===== src/rtl/move_input.sv =====
// Button front-end for Score 4: synchronise, debounce and edge-detect the raw
// left/right/put buttons into single-cycle move requests, with left/right autorepeat.
module move_input #(
    parameter int DEBOUNCE_CYCLES = 500000,
    parameter int REPEAT_EN       = 1,
    parameter int REPEAT_DELAY    = 25000000,
    parameter int REPEAT_PERIOD   = 10000000
) (
    input  logic clk,
    input  logic rst,
    input  logic btn_left,
    input  logic btn_right,
    input  logic btn_put,
    input  logic enable,
    output logic left,
    output logic right,
    output logic put
);
    localparam int DCW  = $clog2(DEBOUNCE_CYCLES + 1);
    localparam int RMAX = (REPEAT_DELAY > REPEAT_PERIOD) ? REPEAT_DELAY : REPEAT_PERIOD;
    localparam int RCW  = $clog2(RMAX + 1);
    localparam logic [DCW-1:0] DB_LAST     = DCW'(DEBOUNCE_CYCLES - 1);
    localparam logic [RCW-1:0] DELAY_LAST  = RCW'(REPEAT_DELAY - 1);
    localparam logic [RCW-1:0] PERIOD_LAST = RCW'(REPEAT_PERIOD - 1);
    localparam int L = 0;
    localparam int R = 1;
    localparam int P = 2;

    typedef enum logic [1:0] {
        IDLE   = 2'd0,
        DELAY  = 2'd1,
        REPEAT = 2'd2
    } state_t;

    logic [2:0]     btn_s;
    logic [2:0]     s1_r;
    logic [2:0]     s2_r;
    logic [2:0]     st_r;
    logic [DCW-1:0] cnt_r [3];
    logic [2:0]     flip_s;
    logic [2:0]     rise_s;
    logic           st_next_l_s;
    logic           st_next_r_s;
    logic           dir_fall_s;
    logic           opp_on_s;
    logic [RCW-1:0] rlast_s;

    state_t         state_r;
    logic           dir_r;      // 0: left, 1: right
    logic [RCW-1:0] rcnt_r;

    assign btn_s = {btn_put, btn_right, btn_left};

    // Two-stage synchroniser and per-button debounce counters.
    always_ff @(posedge clk) begin
        if (rst) begin
            s1_r <= 3'b000;
            s2_r <= 3'b000;
            st_r <= 3'b000;
            for (int i = 0; i < 3; i++) begin
                cnt_r[i] <= {DCW{1'b0}};
            end
        end else begin
            s1_r <= btn_s;
            s2_r <= s1_r;
            st_r <= st_r ^ flip_s;
            for (int i = 0; i < 3; i++) begin
                if ((s2_r[i] == st_r[i]) || flip_s[i]) begin
                    cnt_r[i] <= {DCW{1'b0}};
                end else begin
                    cnt_r[i] <= cnt_r[i] + DCW'(1);
                end
            end
        end
    end

    // Debounced level changes due at this edge, and the FSM's view of them.
    always_comb begin
        for (int i = 0; i < 3; i++) begin
            flip_s[i] = (s2_r[i] != st_r[i]) && (cnt_r[i] == DB_LAST);
        end
        rise_s      = flip_s & ~st_r;
        st_next_l_s = st_r[L] ^ flip_s[L];
        st_next_r_s = st_r[R] ^ flip_s[R];
        dir_fall_s  = dir_r ? (flip_s[R] & st_r[R]) : (flip_s[L] & st_r[L]);
        opp_on_s    = dir_r ? st_next_l_s : st_next_r_s;
        rlast_s     = (state_r == DELAY) ? DELAY_LAST : PERIOD_LAST;
    end

    // Left/right repeat FSM with put priority and enable masking on the registered outputs.
    always_ff @(posedge clk) begin
        if (rst) begin
            state_r <= IDLE;
            dir_r   <= 1'b0;
            rcnt_r  <= {RCW{1'b0}};
            left    <= 1'b0;
            right   <= 1'b0;
            put     <= 1'b0;
        end else begin
            put   <= enable & rise_s[P];
            left  <= 1'b0;
            right <= 1'b0;
            case (state_r)
                IDLE: begin
                    rcnt_r <= {RCW{1'b0}};
                    if (rise_s[L] && !st_next_r_s) begin
                        dir_r <= 1'b0;
                        left  <= enable & ~rise_s[P];
                        if (REPEAT_EN != 32'sd0) begin
                            state_r <= DELAY;
                        end else begin
                            state_r <= IDLE;
                        end
                    end else if (rise_s[R] && !st_next_l_s) begin
                        dir_r <= 1'b1;
                        right <= enable & ~rise_s[P];
                        if (REPEAT_EN != 32'sd0) begin
                            state_r <= DELAY;
                        end else begin
                            state_r <= IDLE;
                        end
                    end else begin
                        state_r <= IDLE;
                    end
                end
                DELAY, REPEAT: begin
                    if (dir_fall_s || opp_on_s || (REPEAT_EN == 32'sd0)) begin
                        state_r <= IDLE;
                        rcnt_r  <= {RCW{1'b0}};
                    end else if (rcnt_r == rlast_s) begin
                        state_r <= REPEAT;
                        rcnt_r  <= {RCW{1'b0}};
                        if (dir_r) begin
                            right <= enable & ~rise_s[P];
                        end else begin
                            left  <= enable & ~rise_s[P];
                        end
                    end else begin
                        rcnt_r <= rcnt_r + RCW'(1);
                    end
                end
                default: begin
                    state_r <= IDLE;
                    rcnt_r  <= {RCW{1'b0}};
                end
            endcase
        end
    end
endmodule


===== config.mk =====
export PLATFORM = sky130hd
export DESIGN_NAME = move_input
export DESIGN_NICKNAME = d
export VERILOG_FILES = /design/src/rtl/move_input.sv
export SDC_FILE = /design/constraint.sdc
export NUM_CORES = 1
export LEC_CHECK = 0
export ABC_AREA = 1
export BUFFER_PORTS_ARGS = -buffer_cell sky130_fd_sc_hd__buf_4
export CORE_MARGIN = 2
export CORE_UTILIZATION = 40
export CTS_CLUSTER_SIZE = 30
export DETAILED_ROUTE_END_ITERATION = 8
export HOLD_SLACK_MARGIN = 0.03
export PLACE_DENSITY = 0.63
export SLEW_MARGIN = 20
export SYNTH_ARGS = -nofsm -noshare
export SYNTH_HDL_FRONTEND = slang
export SYNTH_SLANG_ARGS = --single-unit

===== constraint.sdc =====
create_clock -name clk -period 4.2 [get_ports clk]
set_input_delay 0.42 -clock clk [delete_from_list [all_inputs] [get_ports clk]]
set_output_delay 0.42 -clock clk [all_outputs]
set_load 0.02 [all_outputs]

==> results of run 1 <==
## area by class of cell
cell class | instances | area share
clock buffers | 10 | 0.0371
multi-input cells | 495 | 0.427
flip-flops and latches | 97 | 0.407
clock inverters | 6 | 0.0112
inverters | 117 | 0.0716
well taps | 176 | 0.0357
repair buffers | 8 | 0.00974
## worst max-delay path by stage
stage / end / slack (ns) / cells after the start / from
floorplan: cnt_r[2][18] / 2.36 / 11 / cnt_r[2][0]
global placement: rcnt_r[4] / 2.06 / 8 / rcnt_r[0]
detailed placement: rcnt_r[24] / 2.00 / 12 / cnt_r[0][0]
CTS: rcnt_r[4] / 1.98 / 12 / cnt_r[0][0]
global route: rcnt_r[24] / 1.67 / 8 / rcnt_r[0]
finish: rcnt_r[4] / 1.99 / 12 / cnt_r[0][0]
## cells in the mapped netlist, types with 2 or more instances
library cell    n
a21oi_1        19
a31oi_1         3
and3_1          2
buf_12          2
clkbuf_1        4
dfxtp_1        40
edfxtp_1       57
ha_1            7
inv_1         106
inv_2          10
nand2_1        98
nand2_2         4
nand3_1        33
nand3_2         3
nand3b_1        2
nand4_1        19
nor2_1        112
nor2_2          8
nor2_4         23
nor3_1         26
nor3b_1         5
nor4_1          5
o21ai_0        14
or2_2           3
xnor2_1         9
xor2_1         36
## worst max-delay path: stages, from the launching register on
cell,delay (ns)
edfxtp_1,0.37
ha_1,0.17
nand2_1,0.08
nor2_2,0.16
nand3_2,0.13
o21ai_0,0.21
nand2_2,0.10
nand3_2,0.09
nand2_4,0.07
nand3_4,0.08
nor2_4,0.05
inv_4,0.45
nor2_1,0.08
## cell families (layout without fill, tap and decap cells)
family          count (synthesis)  count (layout)
flops                          97              97
buf+inv                       123             141
compound gates                 39              39
other cells                     1              57
fa+ha+maj                       7               7
simple gates                  347             347
xor+xnor                       45              45
## power groups by stage
stage	clock network [mW]	registers, mW	logic [mW]
CTS	0.849	1.05	0.0670
global route	0.881	1.06	0.0813
floorplan	0	1.07	0.0534
detailed placement	0	1.08	0.0665
finish	0.820	1.05	0.0678
global placement	0	1.07	0.0657
## state kept, by name, indices dropped and copies added, names as in the netlist, named ones only
name	flops
cnt_r	57
rcnt_r	25
s1_r	3
s2_r	3
st_r	2
state_r	2
dir_r	1
left	1
put	1
right	1
## per-layer routing
layer,vias to the layer above,track usage
met1,1878,0.180
met3,8,0.0208
li1,2191,-
met2,36,0.237
met4,0,0.0669
met5,-,0
==> results.yml, run 1 <==
placement:
  dp.final_hpwl_microns: 7120
  place_inst: 893
  numPortBuffers: 8
  gp_congestion: 0.856
  dpl_worst_slack_ns: 2.00
  dpl_cell_area_sq_mm: 0.00587
cts:
  cts.htree.levels: 3
  clockBufferDepth: 2
  cts_setup_buffers: 0
  clk_pin_slew_ns: 0.07
  clk_latency_ns: 0.34
  cts_sinks: 97
  cts_resized: 0
  cts_tree: "built"
  holdBufCountCts: 0
  cts-root-buf: "clkbuf_16"
  cts_buffers: 9
synthesis:
  synth_area_leaders: "edfxtp_1 32%, dfxtp_1 15%, nor2_1 7.7%, inv_1 7.3%, nand2_1 6.8%"
  synth_compound_area_frac: 0.0378
  ys_seq_area_frac: 0.462
  ys.flop_type: "edfxtp_1"
  syn-instance-count: 659
  syn-cell-area_sq_mm: 0.00543
  synth_async_sr_flop_share: 0
  synth_top_family_by_area: "simple AND/OR/NAND/NOR gates"
  netlist.area_leader.share: 0.315
  yosys.area.top_type: "edfxtp_1"
  avgSynthCellArea_sq_um: 8.24
  synth_fa_ha_area_frac: 0.0161
  ys_seq_elements: 97
  synth_edf_count: 57
  synth_xor_area_frac: 0.0725
  synthSimpleGateAreaFrac: 0.319
  synthMuxAreaShare: 0
  synth_cell_types: 35
  synth_warnings: 0
worst_setup_path:
  worstRegToRegCells: 12
  rrSetupSlack_ns: 1.99
  cp.arrival_ns: 2.41
  path_max_fanout: 25
  r2r-start: "cnt_r[0][0]"
  required_ns: 4.41
  crit_type: "register to register"
  worst_r2r_endpoint: "rcnt_r[4]"
  start_kind: "register"
  endpoint_kind: "register"
global_routing:
  grtUsageTotal: 0.142
  first_global_vias: 3975
  antenna_found_initial: 0
  grt_pass1_wl_microns: 16800
  overflow: 0
  grt_max_degree: 26
layout:
  final_cell_count_no_fill: 909
  diodes: 0
  mostFrequentLayoutCells: "112 x nor2_1, 106 x inv_1, 98 x nand2_1, 57 x edfxtp_1, 57 x conb_1"
  area_growth_pct: 13.5
  fin_area_sq_mm: 0.00617
  multi_input_comb_area_sq_mm: 0.00263
  layout_commonest_cell: "nor2_1"
  final_nets: 741
  drive_gt1_frac: 0.109
  seqCellArea_sq_mm: 0.00251
  post-route-util: 0.466
  nFillCells: 1316
power:
  seqPwrFrac: 0.543
  p_leak_nw: 2.38
  pwr-share-comb: 0.035
  total_power_mw: 1.94
  vdd_ir_drop_max_v: 0.000197
  internal-power_mw: 1.52
  p_per_area_mw_per_mm2: 315
  power.switching_uw: 424
  p_sw_frac: 0.218
  power_frac_clock: 0.422
sta:
  finalHoldViolations: 0
  layout_min_cycle_time_ns: 2.21
  setup_ws_ns: 1.99
  hold_slack_ns: 0.280
  max_freq_mhz: 453
  max_slew_margin: 0.562
  setup_viol: 0
  tns_ns: 0
  maxSlewViolCount: 0
  worst_pin_slew_ns: 0.655
  skew_ns: 0.00704
  fin_crit_sh: 0.526
  rsz0062_at_grt: "no"
min_path:
  min_to: "s1_r[1]"
  min_from: "btn_right"
  hold_class: "primary input to register"
  whs_path_depth: 3
drt:
  wl_per_cell_microns: 10.4
  wl_met1_microns: 4630
  ant_nets: 0
  routed-via-count: 4113
  met3_length_microns: 228
  routed-wl-met2_microns: 4470
  first_pass_iters: 4
  top_layer_used: "met4"
  totalWireLength_microns: 9490
  viasPerCell: 4.52
  drt-initial-drc-count: 289
  drc: 0
floorplanning:
  start_util: 0.410
  core_sq_mm: 0.0132
  fp.dieH_microns: 121
  dieArea_sq_mm: 0.0145
  die_x_microns: 121
  io_pins: 9
  rows: 42
run_status:
  status: "finished clean"
flow_run:
  cap_violations: 0
Power figures use the tool's default switching activity.
==> run 2, diff against run 1 <==
--- a/config.mk
+++ b/config.mk
@@ -12,7 +12,7 @@
 export CTS_CLUSTER_SIZE = 30
 export DETAILED_ROUTE_END_ITERATION = 8
 export HOLD_SLACK_MARGIN = 0.03
-export PLACE_DENSITY = 0.63
+export PLACE_DENSITY = 0.65
 export SLEW_MARGIN = 20
 export SYNTH_ARGS = -nofsm -noshare
 export SYNTH_HDL_FRONTEND = slang
==> constraint.sdc (replaced) <==
create_clock -name clk -period 1.9 [get_ports clk]
set_input_delay 0.19 -clock clk [delete_from_list [all_inputs] [get_ports clk]]
set_output_delay 0.19 -clock clk [all_outputs]
set_load 0.02 [all_outputs]
==> results.yml, run 2 (synthesis gave the netlist of run 1 again) <==
run_status:
  status: "finished, violations left"
  violations: "negative setup slack"
floorplanning:
  die_x_microns: 121
  start_util: 0.410
  fp.dieH_microns: 121
  dieArea_sq_mm: 0.0145
  core_sq_mm: 0.0132
  rows: 42
  io_pins: 9
sta:
  rsz0062_at_grt: "yes"
  skew_ns: 0.00931
  finalHoldViolations: 0
  tns_ns: -0.753
  setup_ws_ns: -0.0809
  maxSlewViolCount: 0
  setup_viol: 22
  layout_min_cycle_time_ns: 1.98
  fin_crit_sh: 1.04
  hold_slack_ns: 0.0465
  max_freq_mhz: 505
worst_setup_path:
  r2r-start: "cnt_r[0][9]"
  required_ns: 2.20
  crit_type: "register to register"
  cp.arrival_ns: 2.29
  path_max_fanout: 5
  worst_r2r_endpoint: "rcnt_r[20]"
  critPathMaxStageDelay_ns: 0.44
  endpoint_kind: "register"
  critical-path-slowest-cell: "edfxtp_1"
  worstRegToRegCells: 14
  start_kind: "register"
  crit_chain: "inv_1, nand2_1, nor2_2, nand2_2, nor2_4, nand2_2, nand2_2, nand3_2, nand2_4, nand3_4, nor2_4, clkinv_4, clkbuf_16, nor2_4"
  critPathLaunch: "cnt_r[0][9]"
  critPathCapture: "rcnt_r[20]"
  rrSetupSlack_ns: -0.08
layout:
  mostFrequentLayoutCells: "102 x inv_1, 94 x nor2_1, 90 x buf_4, 89 x nand2_1"
  reg.largest.list: "cnt_r x57, rcnt_r x25"
  regMostFlops: "cnt_r"
  diodes: 0
  final_cell_count_no_fill: 999
  final_nets: 831
  area_growth_pct: 32.2
  fin_area_sq_mm: 0.00718
  largest_reg_flops: 57
  nFillCells: 1256
  drive_gt1_frac: 0.275
  layout_commonest_cell: "inv_1"
drt:
  totalWireLength_microns: 11100
  ant_nets: 0
  first_pass_iters: 4
  drc: 0
  viasPerCell: 4.50
  wl_per_cell_microns: 11.1
  drt-initial-drc-count: 235
  routed-via-count: 4494
power:
  vdd_ir_drop_max_v: 0.000375
  p_per_area_mw_per_mm2: 618
  p_leak_nw: 2.86
flow_run:
  cap_violations: 0
cts:
  clk_pin_slew_ns: 0.08
  cts_sinks: 97
  cts_buffers: 9
  clockBufferDepth: 2
  cts_tree: "built"
  cts.htree.levels: 3
  cts-root-buf: "clkbuf_16"
  clk_latency_ns: 0.36
global_routing:
  antenna_found_initial: 0
  first_global_vias: 4237
  grt_pass1_wl_microns: 18400
  overflow: 0
  grt_max_degree: 21
  grtUsageTotal: 0.157
placement:
  place_inst: 950
  numPortBuffers: 8
  gp_congestion: 0.829
  dpl_cell_area_sq_mm: 0.00632
  dp.final_hpwl_microns: 7710
min_path:
  hold_class: "primary input to register"
==> run 2: cell types whose count changed in the layout (fill, tap and decap cells not counted), moves of 9 or more <==
cell and delta:
buf_4 +82, nand2_1 -9, nand2_2 +9, nor2_1 -18, nor2_2 +9, nor2_4 +9
nor3_1 -9, nor3_2 +9
==> run 2: per-stage QoR <==
stage                      util  setup WS, ns  power [mW]
after global placement    0.477       0.00931        2.55
final                     0.542       -0.0809        4.44
after global routing      0.542        -0.223        4.60
after floorplan               -        0.0649        2.48
after CTS                 0.515       -0.0520        4.46
after detailed placement  0.477       -0.0647        2.56
==> run 2: area by class of cell <==
type / count / area, sq um / area share
clock buffer: 9 / 225 / 0.0314
sequential: 97 / 2510 / 0.350
tap: 176 / 220 / 0.0307
timing repair buffer: 97 / 802 / 0.112
multi-input combinational: 495 / 2890 / 0.402
clock inverter: 7 / 83.8 / 0.0117
timing repair inverter: 1 / 6.26 / 0.000871
inverter: 117 / 444 / 0.0618
==> run 2: worst max-delay path, delay by kind of cell (launching register included) <==
kind | cells | cell delay (ns)
and+or+nand+nor | 11 | 1.03
buffers and inverters | 3 | 0.46
DFF | 1 | 0.44
==> run 2: what timing repair did <==
item	CTS	global route
endpoints found under the setup margin	28	61
endpoints found under the hold margin	0	0
cloned	1	2
gates resized for setup	15	63
pin swaps	11	31
setup buffers	15	15
hold buffers	0	0
==> run 2: power breakdown <==
part | leakage, nW | switching [mW] | internal, mW | total [mW]
sequential | 0.911 | 0.0441 | 2.28 | 2.32
clock | 0.151 | 0.946 | 0.947 | 1.89
combinational | 1.80 | 0.133 | 0.0884 | 0.221
==> run 2: layer usage <==
metal	GRT usage	wire, microns	vias to the layer above
met5	0	0	-
met4	0.0719	213	0
met3	0.0236	228	17
met1	0.201	5190	2066
met2	0.261	5460	48
li1	-	-	2363
==> run 2: how the worst min path moves through the flow <==
stage | startpoint | endpoint | slack (ns) | depth (start not counted)
floorplan | btn_left | s1_r[0] | 0.30 | 2
global placement | s1_r[0] | s2_r[0] | 0.39 | 2
detailed placement | s1_r[0] | s2_r[0] | 0.39 | 2
CTS | btn_right | s1_r[1] | 0.04 | 3
global route | btn_right | s1_r[1] | 0.06 | 3
finish | btn_right | s1_r[1] | 0.05 | 3
